**config.mk**
```make
export PLATFORM = sky130hd
export DESIGN_NAME = insn_encoder
export DESIGN_NICKNAME = d
export VERILOG_FILES = /design/src/rtl/insn_encoder.sv
export SDC_FILE = /design/constraint.sdc
export NUM_CORES = 1
export LEC_CHECK = 0
export CORE_ASPECT_RATIO = 1.75
export CORE_MARGIN = 1
export CORE_UTILIZATION = 45
export CTS_CLUSTER_DIAMETER = 50
export DETAILED_ROUTE_END_ITERATION = 6
export PLACE_DENSITY = 0.81
export SLEW_MARGIN = 20
export SYNTH_ARGS = -nofsm -noshare
export SYNTH_HDL_FRONTEND = slang
export SYNTH_SLANG_ARGS = --single-unit
```
**constraint.sdc**
```tcl
create_clock -name clk -period 6.2 [get_ports clk]
set_input_delay 1.24 -clock clk [delete_from_list [all_inputs] [get_ports clk]]
set_output_delay 1.24 -clock clk [all_outputs]
set_load 0.05 [all_outputs]
```
**src/rtl/insn_encoder.sv**
```systemverilog
// RV32I instruction packer: immediate plus register/opcode fields -> 32-bit word, behind a 2-entry FIFO.
// Optional saturating error counter port err_count is enabled by defining INSN_ENCODER_ERR_CNT_EN.
module insn_encoder #(
    parameter int DEPTH = 2
) (
    input  logic        clk,
    input  logic        rst_n,
    input  logic        in_valid,
    output logic        in_ready,
    input  logic [2:0]  fmt,
    input  logic [31:0] imm,
    input  logic [6:0]  opcode,
    input  logic [4:0]  rd,
    input  logic [4:0]  rs1,
    input  logic [4:0]  rs2,
    input  logic [2:0]  funct3,
    input  logic [6:0]  funct7,
    output logic        out_valid,
    input  logic        out_ready,
    output logic [31:0] out_insn,
    output logic        out_err
`ifdef INSN_ENCODER_ERR_CNT_EN
    ,
    output logic [15:0] err_count
`endif
);

    localparam logic [2:0] FMT_I = 3'b000;
    localparam logic [2:0] FMT_U = 3'b001;
    localparam logic [2:0] FMT_J = 3'b010;
    localparam logic [2:0] FMT_B = 3'b011;
    localparam logic [2:0] FMT_S = 3'b100;

    localparam logic [1:0] FULL = 2'(DEPTH);

    typedef struct packed {
        logic        err;
        logic [31:0] insn;
    } entry_t;

    // Immediate fits the signed field when every bit above the field's sign bit copies it.
    logic fits_12;
    logic fits_13;
    logic fits_21;

    assign fits_12 = (imm[31:11] == {21{imm[11]}});
    assign fits_13 = (imm[31:12] == {20{imm[12]}});
    assign fits_21 = (imm[31:20] == {12{imm[20]}});

    entry_t packed_entry;

    // NOTE: every always_comb output gets a default before the case so no path can infer a latch.
    always_comb begin
        packed_entry.insn = {funct7, rs2, rs1, funct3, rd, opcode};
        packed_entry.err  = 1'b0;
        case (fmt)
            FMT_I: begin
                packed_entry.insn = {imm[11:0], rs1, funct3, rd, opcode};
                packed_entry.err  = !fits_12;
            end
            FMT_U: begin
                packed_entry.insn = {imm[31:12], rd, opcode};
                packed_entry.err  = |imm[11:0];
            end
            FMT_J: begin
                packed_entry.insn = {imm[20], imm[10:1], imm[11], imm[19:12], rd, opcode};
                packed_entry.err  = !fits_21 || imm[0];
            end
            FMT_B: begin
                packed_entry.insn = {imm[12], imm[10:5], rs2, rs1, funct3, imm[4:1], imm[11], opcode};
                packed_entry.err  = !fits_13 || imm[0];
            end
            FMT_S: begin
                packed_entry.insn = {imm[11:5], rs2, rs1, funct3, imm[4:0], opcode};
                packed_entry.err  = !fits_12;
            end
            default: begin
                packed_entry.insn = {funct7, rs2, rs1, funct3, rd, opcode};
                packed_entry.err  = 1'b0;
            end
        endcase
    end

    entry_t     mem [DEPTH];
    logic       rd_ptr;
    logic       wr_ptr;
    logic [1:0] count;
    logic       push;
    logic       pop;
    entry_t     head;

    assign in_ready  = (count < FULL);
    assign out_valid = (count != 2'd0);
    assign push      = in_valid && in_ready;
    assign pop       = out_valid && out_ready;

    // NOTE: state registers use non-blocking assignments so every flop samples pre-edge values.
    always_ff @(posedge clk or negedge rst_n) begin
        if (!rst_n) begin
            count  <= 2'd0;
            rd_ptr <= 1'b0;
            wr_ptr <= 1'b0;
        end else begin
            if (push) begin
                wr_ptr <= !wr_ptr;
            end
            if (pop) begin
                rd_ptr <= !rd_ptr;
            end
            case ({push, pop})
                2'b10:   count <= count + 2'd1;
                2'b01:   count <= count - 2'd1;
                default: count <= count;
            endcase
        end
    end

    // NOTE: the storage array is not reset; count gates the outputs, so stale contents are never visible.
    always_ff @(posedge clk) begin
        if (push) begin
            mem[wr_ptr] <= packed_entry;
        end
    end

    assign head     = mem[rd_ptr];
    assign out_insn = out_valid ? head.insn : 32'd0;
    assign out_err  = out_valid ? head.err  : 1'b0;

`ifdef INSN_ENCODER_ERR_CNT_EN
    // Counted when the request is accepted, independent of when the consumer drains it.
    always_ff @(posedge clk or negedge rst_n) begin
        if (!rst_n) begin
            err_count <= 16'd0;
        end else if (push && packed_entry.err && (err_count != 16'hFFFF)) begin
            err_count <= err_count + 16'd1;
        end
    end
`endif

endmodule

```
==> results.json, run 1 <==
{
  "numCtsBuffers": 9,
  "required_ps": 4960,
  "ys.warnings.count": 0,
  "end_kind": "output port",
  "synth.avg_cell_area_sq_um": 12.2,
  "criticalPathCategory": "register to output port",
  "cts_buffer_depth": 2,
  "grt_pass1_vias": 2770,
  "rsz0062_at_grt": "no",
  "global_route.usage.total_pct": 23.0,
  "port_buffers": 105,
  "met2WireLength_um": 4780,
  "cts_tree": "yes",
  "postSynthCellCount": 288,
  "period_needed_ps": 3770,
  "status": "complete, no violations",
  "drtAntennaViolNets": 0,
  "ys_seq_area_share_pct": 59.2,
  "fin_skew_ps": 2.09,
  "clk_pin_slew_ps": 50,
  "worst_pin_slew_ps": 1020,
  "wl_met3_um": 521,
  "antenna_found_initial": 0,
  "placed_area_sq_um": 4640,
  "synth_edf_count": 66,
  "ys_ff_latch": 70,
  "hold_viol_final": 0,
  "rows": 42,
  "core_sq_um": 7570,
  "cts.sinks": 70,
  "vias": 2831,
  "maxCapViolCount": 0,
  "post-route-cell-area_sq_um": 4930,
  "synth_fp_nets": 360,
  "dp_hpwl_um": 6230,
  "synth_cell_type_count": 40,
  "drv_slew": 0,
  "fin_tns_setup_ps": 0,
  "io_pins": 106,
  "top_layer": "met4",
  "ys_top_cells_by_area": "edfxtp_1, mux2i_1, nor2_1, a22oi_1, mux2_2",
  "arrival_ps": 2530,
  "clk_latency_ps": 330,
  "timing.final.crit_share_pct": 60.7,
  "post-cts-setup-buffers": 0,
  "syn_to_final_growth_pct": 40.3,
  "cts_resized": 0,
  "gp_congestion": 0.948,
  "synthFlopType": "edfxtp_1",
  "p_leak_nw": 1.77,
  "yosys.cell_count.top_type": "edfxtp_1",
  "worst_slack_ps": 2430,
  "seq_area_sq_um": 2080,
  "hold_buffers": 0,
  "grt_pass1_wl_um": 13400,
  "vias_per_cell": 5.87,
  "synth_top_area_cell": "edfxtp_1",
  "worstSetupStartpointType": "register",
  "routedWlPerCell_um": 18.1,
  "drtIter0Drc": 231,
  "p_per_area_nw_per_um2": 470,
  "netlist_area_sq_um": 3510,
  "drc_errors": 0,
  "cts_root_buf": "clkbuf_16",
  "ir_drop_mv": 0.280,
  "nFillCells": 642,
  "die-area_sq_um": 8180,
  "fmax_ghz": 0.266,
  "wl_met1_um": 2980,
  "overflow": 0,
  "wl_um": 8740,
  "h-tree-depth": 3,
  "hp-class": "register to register",
  "grt_max_degree": 35,
  "power_mw": 2.32,
  "firstDrtPassIters": 4,
  "setup_viol": 0,
  "diodes": 0,
  "initial_core_util_pct": 46.4,
  "die_width_um": 68.8,
  "synth_common_cells": "edfxtp_1, nor2_1, mux2i_1",
  "synth_top_area_share_pct": 56.4,
  "path_max_fanout": 34,
  "maxSlewHeadroom_pct": 31.8,
  "final_net_count": 461,
  "synth-async-reset-ratio_pct": 5.71,
  "place_ws_ps": 2320,
  "drive_above_1_share_pct": 8.88,
  "die_height_um": 119,
  "multiInputGateArea_sq_um": 1370
}
## cell usage in the layout (no fill, tap or decap), types with 4 or more instances in the layout
cell,instances
mux2i_1,34
a22oi_1,17
nor4_1,4
mux2_2,9
clkbuf_16,9
xnor2_1,4
a22o_1,11
a21oi_1,7
o21ai_0,10
clkdlybuf4s50_1,105
nand3_1,8
nand2_1,11
nor2_1,42
edfxtp_1,66
o22ai_1,5
## final cells by class
class                      instances  share of cell area, %
sequential                        70                   42.3
multi-input combinational        198                   27.7
timing repair buffer             107                   21.6
clock buffer                      10                   4.64
tap                               88                   2.23
clock inverter                     6                   1.27
inverter                           3                  0.228
## final timing paths
check | startpoint | to | slack, ps | cells past startpoint
setup / recovery | rd_ptr | out_insn[21] | 2430 | 3
max in group asynchronous | rst_n | rd_ptr | 4910 | 1
min in group asynchronous | rst_n | count[1] | 1110 | 1
setup reg to reg | count[1] | mem[0][6] | 4330 | 3
hold reg to reg | count[0] | count[0] | 540 | 1
hold / removal | count[0] | count[0] | 540 | 1
## routing by layer
metal / vias to the layer above / track usage (%)
met5: - / 0
met1: 1336 / 25.6
li1: 1316 / -
met2: 146 / 38.5
met4: 0 / 14.7
met3: 33 / 4.31
## flip-flops by register name, summed over array words and instances, names as in the netlist
signal,count
rd_ptr,1
mem,66
wr_ptr,1
count,2
## report_power, final
group          switching, mW  internal, mW  total, mW
Sequential            0.0832         0.630      0.713
Combinational          0.716         0.396       1.11
Clock                  0.184         0.309      0.493
## cell families after synthesis
group,count (synthesis),share of synthesized area [%]
buf+inv,20,2.14
flops,70,59.2
compound gates,60,12.2
mux,43,12.6
simple gates,89,12.3
fa+ha+maj,1,0.356
xor+xnor,5,1.25
## critical path: stages, from the launching register on
cell	delay, ps
dfrtp_2	1010
mux2i_1	170
nor2_1	180
clkdlybuf4s50_1	830
## per-stage QoR
stage / instances / hold slack [ps] / utilization (%)
finish: 482 / 539 / 65.1
global route: 482 / 568 / 65.1
CTS: 482 / 544 / 65.1
detailed placement: 466 / 537 / 61.3
global placement: 466 / 527 / 61.3
floorplan: 288 / 461 / -
No activity file was read; power rests on OpenSTA's default activity.
==> run 2: changes to the inputs <==
--- a/config.mk
+++ b/config.mk
@@ -7,7 +7,7 @@
 export LEC_CHECK = 0
 export CORE_ASPECT_RATIO = 1.75
 export CORE_MARGIN = 1
-export CORE_UTILIZATION = 45
+export CORE_UTILIZATION = 43
 export CTS_CLUSTER_DIAMETER = 50
 export DETAILED_ROUTE_END_ITERATION = 6
 export PLACE_DENSITY = 0.81
==> constraint.sdc (replaced) <==
create_clock -name clk -period 3.27 [get_ports clk]
set_input_delay 0.654 -clock clk [delete_from_list [all_inputs] [get_ports clk]]
set_output_delay 0.654 -clock clk [all_outputs]
set_load 0.05 [all_outputs]
==> results.json, run 2 (synthesis results as in run 1) <==
{
  "worstSetupStartpointType": "register",
  "post_layout_nonfiller_instances": 493,
  "reg2regPathDepth": 7,
  "die_height_um": 122,
  "regMostFlops": "mem",
  "cts_tree": "yes",
  "gp_congestion": 0.884,
  "drtAntennaViolNets": 0,
  "maxSlewHeadroom_pct": 48.0,
  "numCtsBuffers": 9,
  "clk_latency_ps": 330,
  "clk_pin_slew_ps": 60,
  "ir_drop_mv": 0.475,
  "dp_hpwl_um": 6320,
  "grt_max_degree": 34,
  "grt_pass1_vias": 2880,
  "drv_slew": 0,
  "io_pins": 106,
  "p_per_area_nw_per_um2": 895,
  "end_kind": "output port",
  "status": "complete, no violations",
  "grt_pass1_wl_um": 13600,
  "global_route.usage.total_pct": 21.1,
  "place_ws_ps": 167,
  "reg.largest.list": "mem: 66 flops, count: 2 flops",
  "rows": 43,
  "die-area_sq_um": 8550,
  "largest_reg_flops": 66,
  "criticalPathCategory": "register to output port",
  "firstDrtPassIters": 7,
  "nFillCells": 626,
  "core_sq_um": 7910,
  "cts_buffer_depth": 2,
  "worst_pin_slew_ps": 777,
  "die_width_um": 70.3,
  "post-cts-setup-buffers": 0,
  "drtIter0Drc": 187,
  "hp-class": "input port to async pin",
  "post-route-cell-area_sq_um": 5030,
  "fin_tns_setup_ps": 0,
  "diodes": 0,
  "required_ps": 2620,
  "drc_errors": 0,
  "h-tree-depth": 3,
  "cts.sinks": 70,
  "final_net_count": 470,
  "worst_slack_ps": 342,
  "fmax_ghz": 0.342,
  "initial_core_util_pct": 44.4,
  "p_leak_nw": 1.83,
  "layout_common_cells": "clkdlybuf4s50_1, edfxtp_1, nor2_1",
  "cts_root_buf": "clkbuf_16",
  "drive_above_1_share_pct": 11.2,
  "timing.final.crit_share_pct": 89.5,
  "rsz0062_at_grt": "no",
  "routedWlPerCell_um": 17.6,
  "wl_um": 8670,
  "mostFrequentLayoutCell": "clkdlybuf4s50_1",
  "overflow": 0,
  "vias_per_cell": 5.70,
  "antenna_found_initial": 0,
  "place_inst": 477,
  "maxCapViolCount": 0,
  "hold_viol_final": 0,
  "placed_area_sq_um": 4720,
  "hold_buffers": 0,
  "vias": 2812,
  "cts_resized": 0,
  "period_needed_ps": 2930,
  "syn_to_final_growth_pct": 43.2,
  "path_max_fanout": 21,
  "fin_skew_ps": 5.19,
  "arrival_ps": 2270,
  "port_buffers": 105,
  "setup_viol": 0
}
run 2: through the flow:
step / util [%] / total power [mW] / hold slack (ps)
finish: 63.6 / 4.50 / 534
global route: 63.6 / 4.68 / 542
CTS: 63.6 / 4.54 / 526
detailed placement: 59.7 / 3.53 / 534
global placement: 59.7 / 3.50 / 519
floorplan: - / 2.75 / 358
run 2: report_power, final:
| group | internal, mW | leakage (nW) | switching [mW] |
|---|---|---|---|
| Combinational | 0.781 | 1.03 | 1.43 |
| Sequential | 1.20 | 0.652 | 0.0969 |
| Clock | 0.661 | 0.149 | 0.344 |
| Total | 2.64 | 1.83 | 1.87 |
run 2: layout make-up:
cell class,instances,area [sq um],share of cell area (%)
Sequential cell,70,2080,41.4
Clock buffer,9,225,4.48
Clock inverter,7,88.8,1.77
Timing Repair Buffer,116,1140,22.7
Multi-Input combinational cell,198,1370,27.2
Tap cell,90,113,2.24
Inverter,3,11.3,0.224
run 2: final timing paths:
path / slack (ps) / startpoint / endpoint
worst max-delay path: 340 / rd_ptr / out_insn[12]
worst min register to register: 540 / count[0] / count[0]
worst max register to register: 1650 / count[0] / count[1]
max in group asynchronous: 2540 / rst_n / rd_ptr
worst min-delay path: 530 / rst_n / wr_ptr
min in group clk: 540 / count[0] / count[0]
run 2: critical path, stage by stage (launching register included):
cell	delay, ps
dfrtp_2	630
buf_12	250
mux2i_1	100
nor2_1	120
clkdlybuf4s50_1	820
run 2: layer usage:
| metal | vias up | part of all wire [%] | global-route usage, % |
|---|---|---|---|
| met5 | - | 0 | 0 |
| met4 | 0 | 3.9 | 11.1 |
| met3 | 28 | 4.7 | 3.23 |
| met2 | 123 | 57 | 40.1 |
| met1 | 1324 | 35 | 21.6 |
| li1 | 1337 | - | - |
==> run 3: changes to the inputs <==
--- a/config.mk
+++ b/config.mk
@@ -8,7 +8,6 @@
 export CORE_ASPECT_RATIO = 1.75
 export CORE_MARGIN = 1
 export CORE_UTILIZATION = 43
-export CTS_CLUSTER_DIAMETER = 50
 export DETAILED_ROUTE_END_ITERATION = 6
 export PLACE_DENSITY = 0.81
 export SLEW_MARGIN = 20
==> results of run 3 <==
Final layout, timing and power as in run 2 (identical DEF).
